<file path="config.mk">
export PLATFORM = sky130hd
export DESIGN_NAME = mux32_arbiter
export DESIGN_NICKNAME = d
export VERILOG_FILES = /design/src/rtl/mux32_arbiter.sv
export SDC_FILE = /design/constraint.sdc
export NUM_CORES = 1
export LEC_CHECK = 0
export ABC_AREA = 1
export BUFFER_PORTS_ARGS = -buffer_cell sky130_fd_sc_hd__buf_2
export CORE_ASPECT_RATIO = 0.5
export CORE_UTILIZATION = 35
export DETAILED_ROUTE_END_ITERATION = 6
export PLACE_DENSITY = 0.52
export SYNTH_ARGS = -nofsm -noshare
export SYNTH_HDL_FRONTEND = slang
export SYNTH_SLANG_ARGS = --single-unit
</file>
<file path="constraint.sdc">
create_clock -name clk -period 5.55 [get_ports clk]
set_input_delay 0.555 -clock clk [delete_from_list [all_inputs] [get_ports clk]]
set_output_delay 0.555 -clock clk [all_outputs]
set_load 0.01 [all_outputs]
</file>
<file path="src/rtl/mux32_arbiter.sv">
// ============================================================================
// Module   : mux32_arbiter
// Purpose  : Round-robin arbiter that owns the select of a shared 32-way word
//            multiplexer. It grants one requester at a time and holds the
//            grant for at most MAX_BEATS accepted beats. It then rotates
//            priority to the requester after the current owner. Transfers to
//            the single downstream consumer are paced with valid/ready.
// Ports    : clk        rising-edge clock
//            rst        asynchronous active-high reset
//            req[31:0]  per-requester request (held while data is on mux input)
//            mask[31:0] per-requester enable, qualifies req
//            out_ready  downstream accepts the current beat
//            out_valid  mux output valid for the granted requester
//            sel[4:0]   registered mux select (index of granted requester)
//            grant[31:0] registered one-hot grant, zero when idle
//            ack[31:0]  one-hot, high for the requester whose beat is accepted
//            busy       a grant is currently held
// Revision : 1.0  initial release
// ============================================================================
`default_nettype none

module mux32_arbiter #(
    parameter int MAX_BEATS = 4
) (
    input  logic        clk,
    input  logic        rst,
    input  logic [31:0] req,
    input  logic [31:0] mask,
    input  logic        out_ready,
    output logic        out_valid,
    output logic [4:0]  sel,
    output logic [31:0] grant,
    output logic [31:0] ack,
    output logic        busy
);

    // Beat counter only needs to reach MAX_BEATS-1.
    localparam int               CNT_W  = (MAX_BEATS > 1) ? $clog2(MAX_BEATS) : 1;
    localparam logic [CNT_W-1:0] C_LAST = CNT_W'(MAX_BEATS - 1);

    localparam logic [0:0] S_IDLE = 1'b0;
    localparam logic [0:0] S_BUSY = 1'b1;

    logic [0:0]       state;
    logic [0:0]       state_nxt;
    logic [4:0]       ptr;
    logic [4:0]       ptr_nxt;
    logic [4:0]       sel_nxt;
    logic [31:0]      grant_nxt;
    logic [CNT_W-1:0] cnt;
    logic [CNT_W-1:0] cnt_nxt;

    logic [31:0]      ereq;
    logic [4:0]       start;
    logic [4:0]       win_idx;
    logic             win_found;
    logic             accept;
    logic             rel;

    assign ereq = req & mask;

    // While busy the only time the winner matters is on release, when the
    // search starts just past the current owner; in idle it starts at ptr.
    assign start = (state == S_BUSY) ? (sel + 5'd1) : ptr;

    // Rotating priority search: scanning offsets from high to low makes the
    // smallest offset (closest to start, going upward mod 32) win.
    always_comb begin
        win_idx = start;
        for (int i = 31; i >= 0; i--) begin
            if (ereq[start + 5'(i)]) begin
                win_idx = start + 5'(i);
            end
        end
    end

    assign win_found = |ereq;

    // ------------------------------------------------------------------
    // State register
    // ------------------------------------------------------------------
    always_ff @(posedge clk or posedge rst) begin
        if (rst) begin
            state <= S_IDLE;
            ptr   <= 5'd0;
            sel   <= 5'd0;
            grant <= 32'd0;
            cnt   <= '0;
        end else begin
            state <= state_nxt;
            ptr   <= ptr_nxt;
            sel   <= sel_nxt;
            grant <= grant_nxt;
            cnt   <= cnt_nxt;
        end
    end

    // ------------------------------------------------------------------
    // Next-state logic
    // ------------------------------------------------------------------
    always_comb begin
        state_nxt = state;
        ptr_nxt   = ptr;
        sel_nxt   = sel;
        grant_nxt = grant;
        cnt_nxt   = cnt;
        rel       = 1'b0;

        case (state)
            S_IDLE: begin
                if (win_found) begin
                    state_nxt = S_BUSY;
                    sel_nxt   = win_idx;
                    grant_nxt = 32'd1 << win_idx;
                    cnt_nxt   = '0;
                end
            end

            S_BUSY: begin
                // Owner dropped/masked, or its last allowed beat is accepted.
                rel = ~ereq[sel] | (accept & (cnt == C_LAST));
                if (rel) begin
                    ptr_nxt = sel + 5'd1;
                    cnt_nxt = '0;
                    if (win_found) begin
                        sel_nxt   = win_idx;
                        grant_nxt = 32'd1 << win_idx;
                    end else begin
                        state_nxt = S_IDLE;
                        grant_nxt = 32'd0;
                    end
                end else if (accept) begin
                    cnt_nxt = cnt + CNT_W'(1);
                end
            end

            default: begin
                state_nxt = S_IDLE;
                grant_nxt = 32'd0;
            end
        endcase
    end

    // ------------------------------------------------------------------
    // Output logic: combinational from inputs and registered grant only;
    // out_ready never reaches sel.
    // ------------------------------------------------------------------
    always_comb begin
        busy      = (state == S_BUSY);
        out_valid = busy & ereq[sel];
        accept    = out_valid & out_ready;
        ack       = accept ? grant : 32'd0;
    end

endmodule

`default_nettype wire
</file>
### Word-level counts from Yosys, hierarchy flattened

Index checks and enable logic that the tools add are counted.

| word-level totals | value |
|---|---|
| flip-flop bits (word level) | 45 |
| output and inout bits | 71 |

| operators by class | value |
|---|---|
| bitwise operators | 7 |
| shift-type cells | 1 |
| add/subtract/negate cells | 33 |
| reduce and logical (&&, ||, !) cells | 4 |
| multiplexer cells | 114 |
| order comparisons | 33 |
| eq/ne operators | 4 |

Operator list:

| cell | count |
|---|---|
| less-than comparator 5 x 6 -> 1 bit, second input constant | 33 |
| 2-to-1 mux 5 bit | 35 |
| binary-select mux 1 bit (select 5 bit) | 33 |
| 2-to-1 mux 32 bit | 4 |
| adder 5 bit, second input constant | 16 |
| case mux 32 bit (2 select lines) | 1 |
| adder 5 x 4 -> 5 bit, second input constant | 8 |
| 2-to-1 mux 1 bit | 35 |
| bitwise AND 32 bit | 1 |
| OR reduction 32 bit | 1 |
| << shifter 1 x 5 -> 32 bit, first input constant | 1 |
| adder 5 x 3 -> 5 bit, second input constant | 4 |
| adder 5 x 1 -> 5 bit, second input constant | 2 |
| adder 5 x 2 -> 5 bit, second input constant | 2 |
| case mux 5 bit (2 select lines) | 1 |
| 2-to-1 mux 2 bit | 3 |
| AND reduction 2 bit | 3 |
| case mux 2 bit (2 select lines) | 1 |
| bitwise AND 1 bit | 3 |
| != test 3 x 1 -> 1 bit, second input constant | 1 |
| adder 2 x 1 -> 2 bit, second input constant | 1 |
| equality test 2 bit, second input constant | 1 |
| != test 2 x 1 -> 1 bit, second input constant | 1 |
| != test 2 bit, second input constant | 1 |
| 3 further kinds | 4 |

### Depth between registers and ports, before layout

| depth | value |
|---|---|
| depth after elaboration | 41 |
| gate-level depth with buffers | 57 |
| depth with buffers taken out | 54 |

### Worst setup path after synthesis

Ideal clock, no wire load.

| path | value |
|---|---|
| kind | reg2reg |
| from | register sel[0] |
| to | register grant[24] |
| setup time | 66 ps |
| slack | 679 ps |
| path buffers | 4 |
| period minus slack after synthesis | 4,871 ps |
| data required time | 5,484 ps |
| stages on the path, launching flop included | 57 |
| data arrival time | 4,805 ps |
| cells stage by stage | dfrtp_1 > ha_1 > inv_1 > nand2_1 > o21ai_2 > buf_4 > ha_1 > buf_2 > inv_1 > buf_1 > nand3_1 > nand2_1 > nand2_1 > nand3_1 > nand3_1 > nand2_1 > inv_1 > o21ai_1 > [... 21 more ...] > nand2_1 > nand2_1 > nand2_1 > nand2_1 > nand2_1 > nand2_1 > nand2_1 > nand2_1 > nand2_1 > nand2_1 > nand2_1 > nand2_1 > nand2_2 > nand2_2 > o21ai_2 > buf_6 > nand4_1 > nand2_1 |

| on the way | value |
|---|---|
| word-level cells in the longest chain between the ends | 41 |
| elaborated cells between the ends (all ways) | 143 |

Ends and longest elaborated chain:

| element | RTL line | source |
|---|---|---|
| start: declaration | 31 | `output logic [4:0] sel,` |
| start signal: assignment | 92 | `sel <= sel_nxt;` |
| adder 5 x 1 -> 5 bit | 64 | `assign start = (state == S_BUSY) ? (sel + 5'd1) : ptr;` |
| 2-to-1 mux 5 bit | 64 |  |
| adder 5 bit | 71, 72 |  |
| binary-select mux 1 bit (select 5 bit) | 71 | `if (ereq[start + 5'(i)]) begin` |
| 2-to-1 mux 1 bit (not written as such) | 71 |  |
| 2-to-1 mux 5 bit (32 in a row) | 71 |  |
| << shifter 1 x 5 -> 32 bit | 114, 127 |  |
| 2-to-1 mux 32 bit | 125 | `if (win_found) begin` |
| 2-to-1 mux 32 bit | 122 | `if (rel) begin` |
| case mux 32 bit (2 select lines) | 109 | `case (state)` |
| end signal: assignment | 93 | `grant <= grant_nxt;` |
| end: declaration | 32 | `output logic [31:0] grant,` |

Parallel ways exist; a longest one is shown, timed or not. The select of a mux whose other input is x is not followed.
A chain may end at the register's enable or synchronous reset.

### Worst setup path after layout

| path | value |
|---|---|
| from | register sel[0] |
| to | register grant[10] |

Same word-level chain as after synthesis.

==> reports/metrics.cfg <==
[global_route]
grt_max_degree = 46
grt_pass1_wl_um = 48400
grt_overflow = 0
antenna_found_initial = 0
grt_use_total_pct = 30.8
grt_pass1_vias = 8314

[routing]
wl_per_cell_um = 18.0
vias = 9229
first_pass_iters = 5
drtAntennaViolNets = 0
drc = 0
drtIter0Drc = 765
via_per_inst = 5.26
wl_um = 31600

[finish]
regArea_um2 = 1130
num_antenna_cells = 0
final_common_cell = nand2_1
layout_common_cells = 568 x nand2_1, 166 x nand3_1, 138 x inv_1
multiInputGateArea_um2 = 5130
nNetsFinal = 1566
fillers = 2207
drive_gt1_share_pct = 18.0
area.growth.synth_to_final_pct = 22.0
utilization_pct = 43.7

[yosys]
synth-edff-count = 0
syn_area_per_cell_um2 = 5.25
synthFlopType = dfrtp_1
seq_area_frac_synth_pct = 16.1
netlist_area_um2 = 7010
ys_async_sr_fraction_pct = 100
synth_nets = 1415
synth_cells = 1335
yosys.area.top_type_share_pct = 30.9
ys_types = 43
yosysTopAreaCell = nand2_1
yosys-top-cells-area = nand2_1 31%, dfrtp_1 16%, nand3_1 12%, inv_1 7.5%, a21oi_1 5.4%
synth_warnings = 0
ys_seq_elements = 45

[die]
die-area_um2 = 20600
io_pins = 138
num_rows = 36
start_util_pct = 35.9
core_region_area_um2 = 19500
die_w_um = 202
die_h_um = 102

[sta]
setup_viol = 0
fin_setup_tns_ns = 0
slew_viol_final = 0
worst_pin_slew_ns = 0.855
fmax_mhz = 195
clock_skew_ns = 0.00959
max-slew-margin-rel_pct = 42.6
min_period_ns = 5.12
finalHoldViolCount = 0
period_share_pct = 92.2

[place]
place_congestion = 0.979
hpwl_um = 25300
portBuffers = 137

[clock_tree]
cts_tree = yes
htree_levels = 2
root_buffer = clkbuf_16
cts_buffers = 5
cts_buffer_depth = 2
clk-insertion-delay-late_ns = 0.29
hold_buffers = 0
path_clk_slew_ns = 0.07
clkSinkCount = 45

[setup_path]
crit_buf_inv = 5
worstSetupPathType = reg -> reg
r2r-start = sel[0]
cp.arrival_ns = 5.35
crit_fanout = 16
r2r_end = grant[10]
cp-end-kind = flip-flop
cpPeakStageDelay_ns = 0.51
crit_top_cell = nand2_1
cpLargestDelayFamily = simple AND/OR/NAND/NOR gates
cp_data_required_time_ns = 5.78
startpoint_type = flip-flop
crit_slowest_cell = o21ai_0
worstRegToRegCells = 41
rrSetupSlack_ns = 0.43

[status]
status = finished clean

[min_path]
hold_path.class = in -> async

[job]
maxCapViolCount = 0

-- cell families (layout without fill, tap and decap cells) --
logic type               count (synthesis)  after routing  synth area share [%]
AND/OR/NAND/NOR                        886            886                  53.1
buffers and inverters                  204            356                  12.5
AO/OA/AOI/OAI                          171            171                  14.0
flip-flops                              45             45                  16.1
XOR/XNOR                                14             14                  1.75
adder cells (fa/ha/maj)                 13             13                  2.32
multiplexers                             2              2                 0.286
-- synth_stat cells (2+ instances only) --
| library cell | instances |
|---|---|
| a21oi_1 | 76 |
| a21oi_2 | 2 |
| a21oi_4 | 3 |
| a31oi_1 | 11 |
| buf_1 | 2 |
| buf_2 | 15 |
| buf_4 | 12 |
| buf_6 | 6 |
| clkbuf_1 | 14 |
| dfrtp_1 | 45 |
| ha_1 | 13 |
| inv_1 | 141 |
| inv_2 | 12 |
| mux2i_1 | 2 |
| nand2_1 | 577 |
| nand2_2 | 15 |
| nand3_1 | 167 |
| nand3_2 | 2 |
| nand4_1 | 42 |
| nor2_1 | 72 |
| nor2_2 | 3 |
| nor4_1 | 2 |
| o2111ai_1 | 2 |
| o211ai_1 | 5 |
| o21a_1 | 4 |
| o21ai_0 | 40 |
| o21ai_1 | 19 |
| o21ai_2 | 2 |
| or2_2 | 2 |
| xor2_1 | 14 |
-- through the flow --
stage	instance area [µm²]	setup WS [ns]	instances	hold WS, ns
finish	8550	0.434	1753	0.396
global route	8550	-0.0416	1753	0.475
CTS	8320	0.0395	1748	0.426
detailed placement	8150	0.000608	1739	0.486
global placement	8150	-0.0591	1739	0.476
floorplan	7010	0.679	1335	0.462
-- what timing repair did --
action                                  CTS  global route
resized for setup                         0            37
cloned                                    0             0
buffers inserted                          1             5
endpoints found under the setup margin    1            37
pin swaps                                 1             4
-- sequential cells by signal, indices dropped and copies added (netlist names) --
register	flops
ptr	5
sel	5
grant	32
cnt	2
busy	1
-- worst register-to-register path: cells and delay by family (launching register included) --
family	cells	cell delay, ns
flops	1	0.43
buf+inv	5	0.94
simple gates	31	2.57
xor+xnor	1	0.06
compound gates	2	0.66
fa+ha+maj	2	0.43
-- area by class of cell --
type                    count  area share [%]
inverters                 155            6.91
multi-input cells        1086            60.0
flip-flops and latches     45            13.2
clock inverters             3           0.293
well taps                 266            3.89
repair buffers            193            14.3
clock buffers               5            1.46
-- metal layers --
layer | wire length, µm | global-route usage, % | share of wire (%) | vias to the layer above
met5 | 0 | 0 | 0 | -
met2 | 12700 | 46.5 | 40 | 336
li1 | - | - | - | 4583
met1 | 16000 | 45.9 | 51 | 4272
met3 | 2370 | 4.78 | 7.5 | 38
met4 | 491 | 6.13 | 1.6 | 0
-- how the worst max path moves through the flow --
stage | from | to | slack [ns] | cells after the start
2_1_floorplan | sel[0] | grant[24] | 0.68 | 56
3_3_place_gp | busy | grant[28] | -0.06 | 48
3_5_place_dp | busy | grant[28] | 0.0006 | 48
4_1_cts | busy | grant[10] | 0.04 | 49
5_1_grt | sel[0] | grant[29] | -0.04 | 45
6_report | sel[0] | grant[10] | 0.43 | 41
Power is not shown: default switching activity piles up to over one toggle a cycle in this logic, so the estimate is an artifact.
